$ cat src/rtl/tdm_demux4.sv
// tdm_demux4: receive end of a 4-slot TDM lane.
// Locks to the slot-0 sync marker and assembles one 4-channel word per frame.
// A missing sync is tolerated (flywheel) until MISS_MAX consecutive misses drop lock.
module tdm_demux4 #(
   parameter int unsigned W        = 1,
   parameter int unsigned MISS_MAX = 2
) (
   input  logic           clk,
   input  logic           rst_n,
   input  logic           en,
   input  logic           sync,
   input  logic [W-1:0]   in,
   output logic [4*W-1:0] out,
   output logic           valid,
   output logic [1:0]     sel,
   output logic           locked,
   output logic           err
);

   localparam int unsigned SHW      = 3 * W;
   localparam logic [3:0]  MISS_LIM = 4'(MISS_MAX);

   typedef enum logic {
      ST_HUNT = 1'b0,
      ST_LOCK = 1'b1
   } state_t;

   state_t           r_state;
   logic [SHW-1:0]   r_shadow;
   logic [3:0]       r_miss;
   logic [1:0]       r_sel;
   logic [4*W-1:0]   r_out;
   logic             r_valid;
   logic             r_err;

   state_t           w_state_nxt;
   logic [SHW-1:0]   w_shadow_nxt;
   logic [3:0]       w_miss_nxt;
   logic [1:0]       w_sel_nxt;
   logic [4*W-1:0]   w_out_nxt;
   logic             w_valid_nxt;
   logic             w_err_nxt;
   logic [3:0]       w_miss_inc;

   assign w_miss_inc = r_miss + 4'd1;

   // State and datapath registers; reset clears everything, discarding any partial frame.
   always_ff @(posedge clk or negedge rst_n) begin
      if (!rst_n) begin
         r_state  <= ST_HUNT;
         r_shadow <= '0;
         r_miss   <= '0;
         r_sel    <= '0;
         r_out    <= '0;
         r_valid  <= 1'b0;
         r_err    <= 1'b0;
      end else begin
         r_state  <= w_state_nxt;
         r_shadow <= w_shadow_nxt;
         r_miss   <= w_miss_nxt;
         r_sel    <= w_sel_nxt;
         r_out    <= w_out_nxt;
         r_valid  <= w_valid_nxt;
         r_err    <= w_err_nxt;
      end
   end

   // Next-state: slot tracking, sync checking and word assembly on each en sample.
   always_comb begin
      w_state_nxt  = r_state;
      w_shadow_nxt = r_shadow;
      w_miss_nxt   = r_miss;
      w_sel_nxt    = r_sel;
      w_out_nxt    = r_out;
      w_valid_nxt  = 1'b0;
      w_err_nxt    = 1'b0;

      if (en) begin
         case (r_state)
            ST_HUNT: begin
               if (sync) begin
                  w_shadow_nxt[0 +: W] = in;
                  w_sel_nxt            = 2'd1;
                  w_miss_nxt           = 4'd0;
                  w_state_nxt          = ST_LOCK;
               end
            end
            ST_LOCK: begin
               if (sync && (r_sel != 2'd0)) begin
                  // Early sync: abandon the partial frame and restart at slot 0.
                  w_err_nxt            = 1'b1;
                  w_shadow_nxt[0 +: W] = in;
                  w_sel_nxt            = 2'd1;
                  w_miss_nxt           = 4'd0;
               end else begin
                  case (r_sel)
                     2'd0: begin
                        if (sync) begin
                           w_shadow_nxt[0 +: W] = in;
                           w_sel_nxt            = 2'd1;
                           w_miss_nxt           = 4'd0;
                        end else if (w_miss_inc == MISS_LIM) begin
                           w_sel_nxt   = 2'd0;
                           w_miss_nxt  = 4'd0;
                           w_state_nxt = ST_HUNT;
                        end else begin
                           w_shadow_nxt[0 +: W] = in;
                           w_sel_nxt            = 2'd1;
                           w_miss_nxt           = w_miss_inc;
                        end
                     end
                     2'd1: begin
                        w_shadow_nxt[W +: W] = in;
                        w_sel_nxt            = 2'd2;
                     end
                     2'd2: begin
                        w_shadow_nxt[2*W +: W] = in;
                        w_sel_nxt              = 2'd3;
                     end
                     default: begin
                        w_out_nxt   = {in, r_shadow};
                        w_valid_nxt = 1'b1;
                        w_sel_nxt   = 2'd0;
                     end
                  endcase
               end
            end
            default: w_state_nxt = ST_HUNT;
         endcase
      end
   end

   assign out    = r_out;
   assign valid  = r_valid;
   assign sel    = r_sel;
   assign err    = r_err;
   assign locked = (r_state == ST_LOCK);

endmodule

$ cat config.mk
export PLATFORM = sky130hd
export DESIGN_NAME = tdm_demux4
export DESIGN_NICKNAME = d
export VERILOG_FILES = /design/src/rtl/tdm_demux4.sv
export SDC_FILE = /design/constraint.sdc
export NUM_CORES = 1
export LEC_CHECK = 0
export BUFFER_PORTS_ARGS = -buffer_cell sky130_fd_sc_hd__buf_4
export CORE_MARGIN = 10
export CORE_UTILIZATION = 30
export CTS_CLUSTER_DIAMETER = 150
export DETAILED_ROUTE_END_ITERATION = 10
export GPL_ROUTABILITY_DRIVEN = 0
export MAX_ROUTING_LAYER = met4
export PLACE_DENSITY = 0.6
export SLEW_MARGIN = 5
export SYNTH_ARGS = -nofsm -noshare
export SYNTH_HDL_FRONTEND = slang
export SYNTH_SLANG_ARGS = --single-unit
$ cat constraint.sdc
create_clock -name clk -period 1.9 [get_ports clk]
set_input_delay 0.095 -clock clk [delete_from_list [all_inputs] [get_ports clk]]
set_output_delay 0.095 -clock clk [all_outputs]
set_load 0.02 [all_outputs]
==> run_summary.xml <==
<?xml version="1.0" encoding="UTF-8"?>
<metrics>
  <group name="status">
    <metric name="outcome" unit="">complete, no violations</metric>
  </group>
  <group name="sta">
    <metric name="hold_viol" unit="">0</metric>
    <metric name="final.min_clock_period" unit="ns">1.77</metric>
    <metric name="fin_crit_sh" unit="%">93.2</metric>
    <metric name="fin_worst_skew" unit="ns">0.00659</metric>
    <metric name="relative_max_transition_margin" unit="%">74.2</metric>
    <metric name="maxClockFrequency" unit="MHz">565</metric>
    <metric name="setup_repair_after_global_routing_missed_its_margin" unit="">no</metric>
    <metric name="worst-slew-pin-transition" unit="ns">0.377</metric>
    <metric name="report.final.setup_viol" unit="">0</metric>
    <metric name="slew_viol_final" unit="">0</metric>
    <metric name="final.setup.tns" unit="ns">0</metric>
  </group>
  <group name="worst_setup_path">
    <metric name="worstPathMaxFanout" unit="">6</metric>
    <metric name="worst-r2r-setup-slack" unit="ns">0.13</metric>
    <metric name="worstRegToRegCells" unit="">6</metric>
    <metric name="critical_path.n_buffers_inverters" unit="">1</metric>
    <metric name="critical-path-max-stage-delay" unit="ns">0.45</metric>
    <metric name="critical_path.reg2reg.startpoint" unit="">sel[0]</metric>
    <metric name="worstSetupStartpoint" unit="">sel[0]</metric>
    <metric name="path_cells" unit="">inv_1, ha_2, and2_2, o21ai_1, a41oi_1, mux2_1</metric>
    <metric name="crit-reg2reg-capture" unit="">r_shadow[0]</metric>
    <metric name="timing.setup.critical_path_class" unit="">reg -&gt; reg</metric>
    <metric name="cp_top_family" unit="">flip-flops</metric>
    <metric name="critical_path.endpoint_type" unit="">flop</metric>
    <metric name="start_kind" unit="">flop</metric>
    <metric name="worstPathArrival" unit="ns">1.94</metric>
    <metric name="worst-endpoint-required" unit="ns">2.07</metric>
    <metric name="cpMaxStageDelayCell" unit="">sky130_fd_sc_hd__dfrtp_2</metric>
  </group>
  <group name="placed_design">
    <metric name="io_buffers" unit="">13</metric>
    <metric name="dpl.cell_count" unit="">122</metric>
    <metric name="detailed_place_hpwl" unit="um">1310</metric>
  </group>
  <group name="drt">
    <metric name="wl" unit="um">1740</metric>
    <metric name="antenna_left" unit="">0</metric>
    <metric name="drt_pre_antenna_iters" unit="">4</metric>
    <metric name="drt-initial-drc-count" unit="">39</metric>
    <metric name="detail_route.drc_violations" unit="">0</metric>
    <metric name="post_drt_wl_per_cell" unit="um">13.7</metric>
    <metric name="route.detailed.vias_per_inst" unit="">5.09</metric>
    <metric name="detailroute.via_count" unit="">646</metric>
  </group>
  <group name="synthesis">
    <metric name="synth_enable_flop_cells" unit="">0</metric>
    <metric name="postSynthCellCount" unit="">80</metric>
    <metric name="synth_flop_cell" unit="">sky130_fd_sc_hd__dfrtp_1</metric>
    <metric name="synthTopCellsByArea" unit="">sky130_fd_sc_hd__dfrtp_1 47%, sky130_fd_sc_hd__ha_1 8.7%, sky130_fd_sc_hd__mux2_2 7.8%, sky130_fd_sc_hd__inv_1 3.5%, sky130_fd_sc_hd__nand2_1 3.1%</metric>
    <metric name="yosys.area.top_type_share" unit="%">46.5</metric>
    <metric name="mappedNetlistNets" unit="">91</metric>
    <metric name="synthesis.area_per_instance" unit="sq um">10.8</metric>
    <metric name="synth.largest_area_cell" unit="">sky130_fd_sc_hd__dfrtp_1</metric>
    <metric name="synthesis.area" unit="sq um">861</metric>
    <metric name="synth-seq-area-share" unit="%">46.5</metric>
    <metric name="netlist-cell-type-count" unit="">31</metric>
    <metric name="ys.warnings.count" unit="">0</metric>
    <metric name="synth-seq-cells" unit="">16</metric>
    <metric name="ys_async_rst_share" unit="%">100</metric>
  </group>
  <group name="pwr">
    <metric name="powerDensity" unit="mW/mm^2">1450</metric>
    <metric name="power_leakage" unit="nW">0.488</metric>
    <metric name="vdd_drop_max" unit="V">0.000720</metric>
  </group>
  <group name="layout">
    <metric name="final_standard_cell_utilization_of_the_core" unit="%">37.8</metric>
    <metric name="fraction_of_layout_cells_with_a_size_suffix_above_1" unit="%">31.3</metric>
    <metric name="most-common-layout-cells" unit="">15 x sky130_fd_sc_hd__dfrtp_1, 14 x sky130_fd_sc_hd__buf_4, 8 x sky130_fd_sc_hd__inv_1</metric>
    <metric name="final_layout_fill_cell_count" unit="">272</metric>
    <metric name="insertedDiodeCount" unit="">0</metric>
    <metric name="count_of_nets_after_finishing" unit="">108</metric>
    <metric name="mostFrequentLayoutCell" unit="">sky130_fd_sc_hd__dfrtp_1</metric>
    <metric name="fin_cells" unit="">127</metric>
    <metric name="layout-area-overhead-vs-synth" unit="%">21.1</metric>
  </group>
  <group name="floorplan">
    <metric name="floorplan.rows" unit="">19</metric>
    <metric name="design.core.area" unit="sq mm">0.00276</metric>
    <metric name="chipHeight" unit="um">73.6</metric>
    <metric name="top_level_ports" unit="">14</metric>
    <metric name="floorplan.initialDensity" unit="%">31.2</metric>
    <metric name="die_x" unit="um">73.6</metric>
    <metric name="die-area" unit="sq mm">0.00541</metric>
  </group>
  <group name="global_route">
    <metric name="leftover_overflow_at_the_end_of_global_routing" unit="">0</metric>
    <metric name="grt_pass1_vias" unit="">663</metric>
    <metric name="antenna_violations_before_repair" unit="">0</metric>
    <metric name="grt_start_max_net_pins" unit="">17</metric>
    <metric name="wire_length_of_the_first_global_routing_pass" unit="um">2910</metric>
    <metric name="track_usage" unit="%">6.77</metric>
  </group>
  <group name="clock_tree">
    <metric name="clkTransAtPathRegs" unit="ns">0.10</metric>
    <metric name="cts-buffers-inserted" unit="">3</metric>
    <metric name="clockBufferDepth" unit="">2</metric>
    <metric name="htreeDepth" unit="">1</metric>
    <metric name="cts.repair_timing.setup_buffer_count" unit="">0</metric>
    <metric name="cts_tree" unit="">done</metric>
    <metric name="cts.sink_count" unit="">16</metric>
    <metric name="worst_skew_pair.late_latency" unit="ns">0.29</metric>
    <metric name="root_driver" unit="">sky130_fd_sc_hd__clkbuf_4</metric>
  </group>
  <group name="hold_path">
    <metric name="hold_class" unit="">in -&gt; reg</metric>
    <metric name="worst_hold_startpoint" unit="">sync</metric>
    <metric name="hold_path_depth" unit="">2</metric>
    <metric name="timing.hold.worst_endpoint" unit="">r_miss[2]</metric>
  </group>
  <group name="flow_run">
    <metric name="drv.max_cap_violation_count" unit="">0</metric>
  </group>
</metrics>
==> layout make-up <==
cell class | count | area [sq um] | share of cell area (%)
timing repair buffer | 15 | 115 | 11.0
clock buffer | 4 | 36.3 | 3.48
inverter | 8 | 30.0 | 2.88
tap | 31 | 38.8 | 3.72
multi-input combinational | 53 | 420 | 40.3
sequential | 16 | 402 | 38.5
==> routing by layer <==
layer | GRT usage (%) | vias to the layer above | wire (um)
met5 | - | - | 0
met4 | 0.621 | 0 | 0
met1 | 8.15 | 308 | 819
met3 | 3.50 | 0 | 132
li1 | - | 320 | -
met2 | 10.2 | 18 | 784
==> stage by stage <==
| step | setup WS, ns | instance area (sq um) | power (mW) | hold slack [ns] |
|---|---|---|---|---|
| 6_report | 0.129 | 1040 | 1.52 | 0.0579 |
| 5_1_grt | 0.00808 | 1040 | 1.65 | 0.0566 |
| 4_1_cts | 0.0413 | 1040 | 1.52 | 0.0518 |
| 3_5_place_dp | 0.0634 | 991 | 1.29 | -0.0286 |
| 3_3_place_gp | 0.151 | 991 | 1.27 | -0.0340 |
| 2_1_floorplan | 0.109 | 861 | 1.04 | -0.201 |
==> logic make-up (layout without fill, tap and decap cells) <==
| group | after synthesis | count (layout) | synth area share (%) |
|---|---|---|---|
| flip-flops | 16 | 16 | 46.5 |
| AND/OR/NAND/NOR | 22 | 22 | 13.4 |
| adder cells (fa/ha/maj) | 6 | 6 | 8.72 |
| AO/OA/AOI/OAI | 16 | 16 | 14.7 |
| multiplexers | 9 | 9 | 11.6 |
| buffers and inverters | 11 | 27 | 5.09 |
==> worst max-delay path by stage <==
stage / endpoint / cells past startpoint
finish: r_shadow[0] / 6
global placement: r_shadow[0] / 6
CTS: r_shadow[0] / 6
floorplan: r_shadow[0] / 6
detailed placement: r_shadow[0] / 6
global route: r_shadow[0] / 6
==> sequential cells by signal (all words and copies together), names as in the netlist <==
signal,flops
locked,1
err,1
sel,2
valid,1
out,4
r_shadow,3
r_miss,4
==> report_power, final <==
group	internal [mW]	switching, mW	leakage (nW)
logic	0.342	0.354	0.271
registers	0.475	0.116	0.197
clock network	0.117	0.112	0.0210
==> cell usage after synthesis, types with 2 or more instances <==
| master | count |
|---|---|
| sky130_fd_sc_hd__ha_1 | 6 |
| sky130_fd_sc_hd__nand2_1 | 7 |
| sky130_fd_sc_hd__buf_2 | 2 |
| sky130_fd_sc_hd__dfrtp_1 | 16 |
| sky130_fd_sc_hd__o22ai_1 | 3 |
| sky130_fd_sc_hd__mux2_2 | 6 |
| sky130_fd_sc_hd__nand3_1 | 3 |
| sky130_fd_sc_hd__a41oi_1 | 2 |
| sky130_fd_sc_hd__mux2_1 | 2 |
| sky130_fd_sc_hd__nor3_1 | 3 |
| sky130_fd_sc_hd__inv_1 | 8 |
| sky130_fd_sc_hd__a21oi_1 | 2 |
| sky130_fd_sc_hd__nor2_1 | 2 |
==> repair_timing <==
item,CTS,global route
hold buffers,1,0
gates resized for setup,0,3
setup endpoints to repair,0,2
endpoints found under the hold margin,16,0
(Power assumes the default switching activity.)
